==> config.mk <==
export PLATFORM = sky130hd
export DESIGN_NAME = mt_elastic_pipe_reg
export DESIGN_NICKNAME = d
export VERILOG_FILES = /design/src/rtl/mips_core_pkg.sv /design/src/rtl/pipe_slot.sv /design/src/rtl/mt_elastic_pipe_reg.sv
export SDC_FILE = /design/constraint.sdc
export NUM_CORES = 1
export LEC_CHECK = 0
export CAP_MARGIN = 0
export CORE_ASPECT_RATIO = 2
export CORE_MARGIN = 1.5
export CORE_UTILIZATION = 45
export CTS_BUF_LIST = sky130_fd_sc_hd__clkbuf_8
export CTS_CLUSTER_DIAMETER = 150
export DETAILED_ROUTE_END_ITERATION = 10
export MAX_ROUTING_LAYER = met4
export PLACE_DENSITY = 0.73
export SYNTH_ARGS = -nofsm -noshare
export SYNTH_HDL_FRONTEND = slang
export SYNTH_HIERARCHICAL = 1
export SYNTH_SLANG_ARGS = --single-unit
==> constraint.sdc <==
create_clock -name clk -period 2.5 [get_ports clk]
set_input_delay 0.5 -clock clk [delete_from_list [all_inputs] [get_ports clk]]
set_output_delay 0.5 -clock clk [all_outputs]
set_load 0.005 [all_outputs]
==> src/rtl/mips_core_pkg.sv <==
// Shared core types: thread id, default slice sizing and packed stage payloads.
// Each payload struct packs to exactly MC_DATA_W bits for the elastic slice.
package mips_core_pkg;

    localparam int MC_DATA_W      = 96;
    localparam int MC_TID_W       = 1;
    localparam int MC_NUM_THREADS = 2 ** MC_TID_W;

    typedef logic [MC_TID_W-1:0] tid_t;

    typedef struct packed {
        logic [31:0] pc;
        logic [31:0] instr;
        logic [31:0] pc_plus4;
    } i2d_t;

    typedef struct packed {
        logic [31:0] rs_val;
        logic [31:0] rt_val;
        logic [15:0] imm;
        logic [4:0]  rd;
        logic [10:0] ctrl;
    } d2e_t;

    typedef struct packed {
        logic [31:0] alu_res;
        logic [31:0] store_val;
        logic [4:0]  rd;
        logic [26:0] ctrl;
    } e2m_t;

    typedef struct packed {
        logic [31:0] wb_val;
        logic [31:0] mem_val;
        logic [4:0]  rd;
        logic [26:0] ctrl;
    } m2w_t;

    function automatic logic [1:0] sat_cnt3(input logic a,
                                            input logic b,
                                            input logic c);
        logic [1:0] s;
        s = {1'b0, a} + {1'b0, b} + {1'b0, c};
        return (s > 2'd2) ? 2'd2 : s;
    endfunction

endpackage

==> src/rtl/pipe_slot.sv <==
// One elastic-slice entry {valid, tid, data}.
// Load wins over clear; a held entry is also dropped when its thread is killed.
module pipe_slot
    import mips_core_pkg::*;
#(
    parameter int DATA_W      = MC_DATA_W,
    parameter int TID_W       = MC_TID_W,
    parameter int NUM_THREADS = MC_NUM_THREADS
) (
    input  logic                   clk,
    input  logic                   rst_n,
    input  logic                   i_load,
    input  logic                   i_clear,
    input  logic [NUM_THREADS-1:0] i_kill_mask,
    input  logic [TID_W-1:0]       i_tid,
    input  logic [DATA_W-1:0]      i_data,
    output logic                   o_valid,
    output logic [TID_W-1:0]       o_tid,
    output logic [DATA_W-1:0]      o_data
);

    logic              r_valid;
    logic [TID_W-1:0]  r_tid;
    logic [DATA_W-1:0] r_data;
    logic              w_valid_nxt;

    assign w_valid_nxt = i_load
                       | (r_valid & ~i_clear & ~i_kill_mask[r_tid]);

    always_ff @(posedge clk) begin
        if (!rst_n) begin
            r_valid <= 1'b0;
            r_tid   <= '0;
            r_data  <= '0;
        end else begin
            r_valid <= w_valid_nxt;
            if (i_load) begin
                r_tid  <= i_tid;
                r_data <= i_data;
            end
        end
    end

    assign o_valid = r_valid;
    assign o_tid   = r_tid;
    assign o_data  = r_data;

endmodule

==> src/rtl/mt_elastic_pipe_reg.sv <==
// Thread-aware elastic pipeline register: head entry H plus optional skid entry S,
// valid/ready handshake, stall freeze and per-thread selective flush.
module mt_elastic_pipe_reg
    import mips_core_pkg::*;
#(
    parameter int DATA_W      = MC_DATA_W,
    parameter int TID_W       = MC_TID_W,
    parameter int NUM_THREADS = MC_NUM_THREADS,
    parameter int SKID        = 1
) (
    input  logic                   clk,
    input  logic                   rst_n,
    input  logic                   stall,
    input  logic [NUM_THREADS-1:0] flush_mask,
    input  logic                   i_valid,
    output logic                   i_ready,
    input  logic [TID_W-1:0]       i_tid,
    input  logic [DATA_W-1:0]      i_data,
    output logic                   o_valid,
    input  logic                   o_ready,
    output logic [TID_W-1:0]       o_tid,
    output logic [DATA_W-1:0]      o_data,
    output logic [1:0]             occupancy,
    output logic [1:0]             killed_cnt
);

    logic              w_h_valid, w_s_valid;
    logic [TID_W-1:0]  w_h_tid, w_s_tid;
    logic [DATA_W-1:0] w_h_data, w_s_data;
    logic              w_h_kill, w_s_kill, w_in_kill;
    logic              w_space;
    logic              w_in_fire, w_out_fire;
    logic              w_h_live, w_s_live, w_in_live;
    logic              w_h_load, w_s_load;
    logic [TID_W-1:0]  w_h_tid_in;
    logic [DATA_W-1:0] w_h_data_in;
    logic [1:0]        r_killed_cnt;

    assign w_space   = (SKID != 0) ? ~w_s_valid : (~w_h_valid | o_ready);
    assign i_ready   = w_space & ~stall & rst_n;
    assign o_valid   = w_h_valid & ~stall & ~flush_mask[w_h_tid];
    assign w_in_fire  = i_valid & i_ready;
    assign w_out_fire = o_valid & o_ready;

    assign w_h_kill  = w_h_valid & flush_mask[w_h_tid];
    assign w_s_kill  = w_s_valid & flush_mask[w_s_tid];
    assign w_in_kill = w_in_fire & flush_mask[i_tid];

    // Survivors in FIFO order (H, S, incoming) compact toward H.
    assign w_h_live  = w_h_valid & ~w_h_kill & ~w_out_fire;
    assign w_s_live  = w_s_valid & ~w_s_kill;
    assign w_in_live = w_in_fire & ~w_in_kill;

    assign w_h_load    = ~w_h_live & (w_s_live | w_in_live);
    assign w_h_tid_in  = w_s_live ? w_s_tid : i_tid;
    assign w_h_data_in = w_s_live ? w_s_data : i_data;
    assign w_s_load    = w_in_live & (w_h_live | w_s_live);

    pipe_slot #(
        .DATA_W      (DATA_W),
        .TID_W       (TID_W),
        .NUM_THREADS (NUM_THREADS)
    ) u_head (
        .clk         (clk),
        .rst_n       (rst_n),
        .i_load      (w_h_load),
        .i_clear     (~w_h_live),
        .i_kill_mask (flush_mask),
        .i_tid       (w_h_tid_in),
        .i_data      (w_h_data_in),
        .o_valid     (w_h_valid),
        .o_tid       (w_h_tid),
        .o_data      (w_h_data)
    );

    generate
        if (SKID != 0) begin : g_skid
            pipe_slot #(
                .DATA_W      (DATA_W),
                .TID_W       (TID_W),
                .NUM_THREADS (NUM_THREADS)
            ) u_skid (
                .clk         (clk),
                .rst_n       (rst_n),
                .i_load      (w_s_load),
                .i_clear     (~(w_h_live & w_s_live)),
                .i_kill_mask (flush_mask),
                .i_tid       (i_tid),
                .i_data      (i_data),
                .o_valid     (w_s_valid),
                .o_tid       (w_s_tid),
                .o_data      (w_s_data)
            );
        end else begin : g_noskid
            assign w_s_valid = 1'b0;
            assign w_s_tid   = '0;
            assign w_s_data  = '0;
        end
    endgenerate

    always_ff @(posedge clk) begin
        if (!rst_n) begin
            r_killed_cnt <= 2'd0;
        end else begin
            r_killed_cnt <= sat_cnt3(w_h_kill, w_s_kill, w_in_kill);
        end
    end

    assign killed_cnt = r_killed_cnt;
    assign occupancy  = {1'b0, w_h_valid} + {1'b0, w_s_valid};
    assign o_tid      = w_h_tid;
    assign o_data     = w_h_data;

endmodule
Word level (Yosys, flattened, before mapping)
Index checks and enable logic that the tools add are counted.

Register bits after elaboration: 198. Logic and storage cells: 59.

Mux-type cells: 9. Order comparisons: 4. Add/subtract/negate cells: 3. Bitwise gates (word level): 34. Reductions and logical operators: 1.

Operators with widths (number): two-way mux 96 bit (1); bitwise AND 1 bit (20); inverter 1 bit (10); two-way mux 1 bit (7); less-than comparator 1 x 2 -> 1 bit (second input constant) (3); adder 1 x 1 -> 2 bit (2); OR 1 bit (4); adder 2 x 1 -> 2 bit (1); > comparator 2 bit (second input constant) (1); two-way mux 2 bit (1); OR reduction 2 bit (1).

Logic depth before layout (Yosys ltp)
Depth after elaboration: 11. Mapped depth: 10. Gate-level depth less buffers: 5.

By module
Netlist, hierarchy kept.

By module, submodules not included: pipe_slot (area each 3714.8 um^2, times used 2, cells each 318, seq. area each 1961.9 um^2); mt_elastic_pipe_reg (area each 1433.9 um^2, times used 1, cells each 134, seq. area each 40.0 um^2).

Least setup slack after synthesis
Ideal clock, no wire load.

Kind: input-to-reg. Start: input port flush_mask[1]. End: register u_head.r_data[70], in the netlist u_head/o_data[70]. Setup time: 116 ps. Buffers on the path: 5. Stages: 10. Data arrival time: 1948 ps. Setup slack: 436 ps. Path through: mux2i_1 -> nand2_2 -> buf_6 -> buf_6 -> a21boi_0 -> buf_4 -> buf_6 -> buf_8 -> mux2i_1 -> nor2b_1.

Cells in the longest elaborated chain, start to end: 9. Elaborated cells between the ends (all ways): 24. Classes of those cells: mux (7); bitwise (17).

Ends and longest elaborated chain: start, declared (line mt_elastic_pipe_reg.sv:14) `input logic [NUM_THREADS-1:0] flush_mask,`; two-way mux 1 bit (not written as such) (2 in series) (line mt_elastic_pipe_reg.sv:41, mt_elastic_pipe_reg.sv:45); inverter 1 bit (line mt_elastic_pipe_reg.sv:41) `assign o_valid = w_h_valid & ~stall & ~flush_mask[w_h_tid];`; bitwise AND 1 bit (line mt_elastic_pipe_reg.sv:41); bitwise AND 1 bit (line mt_elastic_pipe_reg.sv:43) `assign w_out_fire = o_valid & o_ready;`; inverter 1 bit (line mt_elastic_pipe_reg.sv:50) `assign w_h_live = w_h_valid & ~w_h_kill & ~w_out_fire;`; bitwise AND 1 bit (line mt_elastic_pipe_reg.sv:50); inverter 1 bit; bitwise AND 1 bit * (line mt_elastic_pipe_reg.sv:54) `assign w_h_load = ~w_h_live & (w_s_live | w_in_live);`; net w_h_load (line mt_elastic_pipe_reg.sv:34) `logic w_h_load, w_s_load;`; end signal, assigned (line pipe_slot.sv:39) `r_data <= i_data;`; end, declared (line pipe_slot.sv:24) `logic [DATA_W-1:0] r_data;`.

Mark *: on every way through the listed nets, which the timed path passes. The rest lies on a longest branch. The select of a mux whose other input is x is not followed. A chain may end at the register's enable or synchronous reset.

Worst setup path in the final report
Start: input port flush_mask[0]. End: output port o_valid.

Cells in the longest elaborated chain, start to end: 4.

Ends and longest elaborated chain: two-way mux 1 bit (not written as such) (2 in series) (line mt_elastic_pipe_reg.sv:41); inverter 1 bit (line mt_elastic_pipe_reg.sv:41); bitwise AND 1 bit (line mt_elastic_pipe_reg.sv:41); end, declared (line mt_elastic_pipe_reg.sv:19) `output logic o_valid,`.

No other way between the ends. The select of a mux whose other input is x is not followed.

==> results.txt <==
----------------------------------------------------
[Timing]
  Unrepaired setup endpoints after global routing ... false
  Setup total negative slack ... 0 ps
  Clock Skew ... 11.1 ps
  Final setup violation count ... 0
  Max Clock Freq ... 414 MHz
  Min Hold Slack ... 359 ps
  Measured slew at the worst slew-check pin ... 789 ps
  Fin crit period ... 2420 ps
  Final Cycle Share ... 96.6%
  Hold Fails Final Rpt ... 0
  Final count of pins violating max slew ... 0
  Rel. slew slack ... 47.4%
  Setup slack after layout ... 84.3 ps

[Floorplan]
  Vertical extent of the die ... 201 um
  Floorplan Core Area ... 0.0194 mm2
  Std-Cell Rows ... 72
  Die span in x ... 102 um
  Starting density of the core ... 45.8%
  Area of the die ... 0.0206 mm2
  Number of top-level pins ... 207

[Placement]
  Cell count after placement ... 1212
  Number of buffers added on ports ... 206
  Routability-driven placement congestion ratio ... 0.796
  Placed wire-length estimate ... 14.3 mm
  Setup slack after placement ... -8.82 ps

[Worst setup path]
  Total buffers and inverters traversed by the critical path ... 2
  Cell class contributing the biggest share of worst-path delay ... buffers and inverters
  Highest net fanout along the worst path ... 6
  Critical path's most frequent cell ... sky130_fd_sc_hd__clkdlybuf4s50_1
  Slowest cell on the critical path ... sky130_fd_sc_hd__clkdlybuf4s50_1
  Type of the setup path with the least slack ... in2out
  Element type at the critical path start ... primary input
  CP required ... 2000 ps
  Cell breakdown of the critical path ... clkdlybuf4s50_1 > mux2i_2 > nand2_1 > nor2_1 > clkdlybuf4s50_1
  Max incr delay on CP ... 500 ps
  Critical path endpoint category ... primary output
  Arrival time reported for the critical path endpoint ... 1920 ps

[Synthesis]
  Async set-or-reset flop fraction in the synthesized netlist ... 0%
  Top post-synthesis cells by count ... sky130_fd_sc_hd__dfxtp_1, sky130_fd_sc_hd__mux2i_1, sky130_fd_sc_hd__nor2b_1
  Leading cell type by number of instances after synthesis ... sky130_fd_sc_hd__dfxtp_1
  Number of nets in the synthesized netlist ... 876
  Cell type contributing the most total cell area after synthesis ... sky130_fd_sc_hd__dfxtp_1
  Mapped Area ... 0.00886 mm2
  Number of register bits inferred by synthesis ... 198
  Total of warnings raised by yosys ... 6
  EDFF count, synth ... 0
  Avg Synthesized Cell Area ... 11.5 um2
  Yosys top cell area share ... 44.7%
  Synth Instances ... 770
  Top area cells in the synthesized netlist ... sky130_fd_sc_hd__dfxtp_1, sky130_fd_sc_hd__mux2i_1, sky130_fd_sc_hd__nor2b_1
  Number of distinct library cells after synthesis ... 26
  Share of synthesized area occupied by flip-flops and latches ... 44.7%
  Predominant post-synthesis flop cell ... sky130_fd_sc_hd__dfxtp_1

[Routing]
  Via Count ... 5978
  Overall routed net length ... 20.3 mm
  Detail-routed net length per standard cell ... 16.4 um
  Post-route DRC violation count ... 0
  Initial DRC Count ... 149
  Iteration count of the initial detailed-routing pass ... 4
  Mean number of vias per cell ... 4.81
  Number of nets with antenna violations after routing ... 0

[Pwr]
  VDD IR max ... 0.360 mV
  Power density of the placed cells ... 493 mW/mm2
  Leakage power of the design ... 3.91 nW

[Clock tree]
  Latest clock arrival within the worst-skew pair ... 470 ps
  Buffer count from post-CTS setup fixing ... 0
  Clk Tree Root Cell ... sky130_fd_sc_hd__clkbuf_8
  CTS clock-pin slew for the worst setup and hold paths ... 90 ps
  Number of H-tree levels ... 4
  Clock tree from TritonCTS ... done
  Count of clock tree sinks ... 198
  Count of hold buffers inserted by post-cts repair ... 0
  Largest buffer count on any clock path ... 2
  Number of buffers inserted during clock tree synthesis ... 17

[Run status]
  Result of the run ... finished, final reports clean

[Final layout]
  Antenna diode count ... 0
  Fraction of layout cells with a size suffix above 1 ... 16.4%
  Final-layout fill cell count ... 1599
  Area Growth Syn to Fin ... 33.2%
  Final standard cell utilization of the core ... 60.9%
  Number of nets in the layout ... 1078
  Finished Layout Cells ... 1244

[Global route]
  GRT Resource Usage Total ... 20.7%
  Remaining global-route overflow ... 0
  Global-route wire length before repair ... 31.7 mm
  Pin count of the biggest net entering global routing ... 98
  Number of global-route vias before repair ... 6063
  Antenna violations before repair ... 0

[Job]
  Max-Cap Viols ... 0

[Worst hold path]
  Worst hold path type ... in2reg

----------------------------------------------------
cell type report:
type                            count  area, um2  area share (%)
Clock buffer                       18        248            2.10
Clock inverter                     14        138            1.17
Inverter                            1       3.75          0.0318
Multi-Input combinational cell    517       4560            38.6
Sequential cell                   198       3960            33.6
Tap cell                          259        324            2.75
Timing Repair Buffer              237       2570            21.8
flip-flops by register name, indices dropped and copies added, names as in the netlist:
signal / flops
g_skid.u_skid/o_tid: 1
g_skid.u_skid/o_valid: 1
g_skid.u_skid/o_data: 96
u_head/o_tid: 1
u_head/o_data: 96
killed_cnt: 2
u_head/o_valid: 1
placed cells by master, fill, tap and decap left out, types with 4 or more instances in the layout:
cell type / n
sky130_fd_sc_hd__nand2_1: 4
sky130_fd_sc_hd__inv_1: 5
sky130_fd_sc_hd__dfxtp_1: 198
sky130_fd_sc_hd__mux2i_1: 196
sky130_fd_sc_hd__buf_4: 10
sky130_fd_sc_hd__mux2_4: 18
sky130_fd_sc_hd__mux2_2: 80
sky130_fd_sc_hd__clkdlybuf4s50_1: 205
sky130_fd_sc_hd__clkbuf_8: 18
sky130_fd_sc_hd__nor2b_1: 196
sky130_fd_sc_hd__buf_12: 22
metal layers:
metal,part of all wire (%),vias up,GRT usage [%],wire [um]
met5,0,-,-,0
met2,53,138,36.4,10900
met1,41,2818,22.6,8240
met3,3.3,25,3.65,676
met4,2.7,0,8.27,552
li1,-,2997,-,-
through the flow:
| step | total power [mW] | cell area [um2] |
|---|---|---|
| finish | 5.82 | 11800 |
| global route | 6.06 | 11800 |
| global placement | 3.86 | 11400 |
| CTS | 5.90 | 11800 |
| floorplan | 3.54 | 8860 |
| detailed placement | 3.86 | 11400 |
tightest hold or removal path, stage by stage:
cell                      delay, ps
sky130_fd_sc_hd__buf_4          170
sky130_fd_sc_hd__nand2_1         60
sky130_fd_sc_hd__o21ai_0         60
worst paths after layout:
| check | startpoint | end | slack [ps] | cells after the start |
|---|---|---|---|---|
| worst max register to register | g_skid.u_skid/o_valid | u_head/o_data[52] | 560 | 7 |
| worst min-delay path | rst_n | u_head/o_valid | 360 | 3 |
| worst min register to register | g_skid.u_skid/o_data[88] | g_skid.u_skid/o_data[88] | 520 | 2 |
| worst max-delay path | flush_mask[0] | o_valid | 80 | 5 |
cells by family (layout without fill, tap and decap cells):
kind of cell,count (synthesis),count (layout),share of synthesized area (%)
compound gates,5,5,0.311
buf+inv,55,270,4.15
fa+ha+maj,2,2,0.367
simple gates,215,215,15.0
mux,295,295,35.5
flops,198,198,44.7
power by group:
group	switching (mW)	leakage (nW)	internal, mW
clock network	1.12	0.201	0.908
logic	0.192	2.11	0.383
registers	0.0217	1.60	3.19
total	1.34	3.91	4.48
what timing repair did:
action                                  4_1_cts  5_1_grt
resized for setup                             0        1
endpoints found under the setup margin        0        1
endpoints found under the hold margin         0        0
Power figures use the tool's default switching activity.
==> RTL change (config.mk and constraints unchanged) <==
Change the package constant `MC_DATA_W` from 96 to 100.
--- a/src/rtl/mips_core_pkg.sv
+++ b/src/rtl/mips_core_pkg.sv
@@ -4,3 +4,3 @@
 
-    localparam int MC_DATA_W      = 96;
+    localparam int MC_DATA_W      = 100;
     localparam int MC_TID_W       = 1;
Interface: changed (resized i_data and o_data); port bits go from 207 to 215. No check against the original RTL was run, so the function may have changed too.
==> RTL change against the unedited design <==
- wire length is 3.9% higher
- power is 14% higher
- setup slack got worse by 0.012 ns
- design area up 8.7%
- clock skew shrank 0.0013 ns
- area after synthesis grew 9.0%
- final cell count grew 6.4%
- sequential share of layout area fell by 1.4 points
- fmax shrank 0.49%
- sequential cell count rose by 8
- synthesized cell count is 4.0% higher
- critical path type unchanged
- largest power group unchanged
- highest routed layer unchanged
==> RTL change: results (changes against the unedited design) <==
[clock_tree]
path_clk_slew_ns = 0.07  ; -0.02 ns
cts_root_buffer = clkbuf_8
ctsResizeCount = 2  ; +2
post_cts_buffers = 0  ; unchanged
cts_buffers = 31  ; +14
htree_levels = 1  ; -3
clock_latency_ns = 0.55  ; +0.08 ns
clockBufferDepth = 3  ; +1

[placed_design]
dp_cells = 1269  ; +4.7%
gp_congestion = 0.7830  ; -1.6%
place_hpwl_um = 14520  ; +1.8%
io_buffers = 214  ; +3.9%

[global_route]
grt_pass1_wl_um = 33650  ; +6.2%
antenna_found_initial = 3  ; +3
grt_pass1_vias = 6608  ; +9.0%
grt.total_usage = 0.1926  ; -0.01477
grt_max_degree = 209  ; +110%

[power]
max-vdd-ir-drop_uv = 422.4  ; +17%
p_leak_nw = 4.611  ; +18%

[worst_setup_path]
ff2ff_setup_slack_ns = 0.58  ; +0.02 ns
r2r-start = u_head/o_tid
ff2ff_path_depth = 7  ; unchanged
arrival_ns = 1.93
worst-path-max-fanout = 6  ; unchanged
r2r_end = g_skid.u_skid/o_data[93]

[synth]
synthTopCellsByArea = dfxtp_1 43%, mux2i_1 21%, nor2b_1 13%
synth_commonest_cells = 206 x dfxtp_1, 205 x mux2i_1, 204 x nor2b_1
ys_async_sr_fraction = 0  ; unchanged
syn-mean-instance-area_um2 = 12.06  ; +4.8%
synth_fp_nets = 911  ; +4.0%
synth.distinct_cells = 25  ; -3.8%
seq_area_frac_synth = 0.4269  ; -0.02026
synth_warnings = 6  ; unchanged

[min_path]
holdCritPathClass = primary input to register

[drt]
wirelength_um = 21140  ; +3.9%
drt_iter0_drc = 183  ; +23%
wl_per_cell_um = 15.98  ; -2.3%
vias = 6349  ; +6.2%

[finish]
drive_above_1_share = 0.1817  ; +0.01726
fillers = 1731  ; +8.3%
nets = 1143  ; +6.0%

[timing]
skew_ns = 0.009712  ; -0.001342 ns
max-slew-margin-rel = 0.4440  ; -0.02970

[run_status]
status = complete, no violations

==> RTL change: power breakdown <==
part | internal [mW] | total, mW | switching, mW
sequential | 3.32 | 3.35 | 0.0231
clock | 1.39 | 2.64 | 1.24
combinational | 0.433 | 0.634 | 0.201
==> RTL change: layout make-up <==
cell class	instances	area share
Inverter	1	0.0002924
Multi-Input combinational cell	537	0.3868
Sequential cell	206	0.3214
Tap cell	269	0.02622
Timing Repair Buffer	256	0.2195
Clock inverter	15	0.006628
Antenna cell	3	0.0005849
Clock buffer	36	0.03860
==> RTL change: worst min path at each step <==
stage,startpoint,end,cells after the start
2_1_floorplan,g_skid.u_skid/o_data[0],g_skid.u_skid/o_data[0],2
3_3_place_gp,g_skid.u_skid/o_data[98],g_skid.u_skid/o_data[98],2
3_5_place_dp,g_skid.u_skid/o_data[10],g_skid.u_skid/o_data[10],2
4_1_cts,g_skid.u_skid/o_data[10],g_skid.u_skid/o_data[10],2
5_1_grt,g_skid.u_skid/o_data[87],g_skid.u_skid/o_data[87],2
6_report,rst_n,g_skid.u_skid/o_valid,4
==> RTL change: logic make-up (layout without fill, tap and decap cells) <==
group | after synthesis | in the layout | synth area share
fa+ha+maj | 2 | 2 | 0.003368
simple gates | 223 | 223 | 0.1425
compound gates | 5 | 5 | 0.002850
buf+inv | 58 | 308 | 0.06269
mux | 307 | 307 | 0.3617
flops | 206 | 206 | 0.4269
other cells | 0 | 3 | 0
==> RTL change: per-layer routing <==
metal | wire length (µm) | part of all wire | track usage
met2 | 11310 | 0.53 | 0.3415
met1 | 8150 | 0.39 | 0.2050
met4 | 737 | 0.035 | 0.09333
met5 | 0 | 0 | -
met3 | 941 | 0.045 | 0.03123
==> RTL change: stage by stage <==
stage                       TNS [ns]  power (mW)  hold slack [ns]  instance area, µm²  setup WS, ns
after floorplan                    0       3.718           0.4784                9659        0.5209
after global placement    -0.0007949       4.047           0.4919               12240    -0.0006464
after detailed placement     -0.2474       4.053           0.5032               12240      -0.03575
after CTS                          0       6.728           0.5196               12820       0.04504
after global routing               0       6.886           0.5355               12840       0.01385
final                              0       6.615           0.5159               12840       0.07229
==> RTL change: critical path, cell delays in order <==
cell and delay [ns]:
clkdlybuf4s50_1 0.50, mux2i_2 0.25, nand2_1 0.09, nor2_1 0.09, clkdlybuf4s50_1 0.51
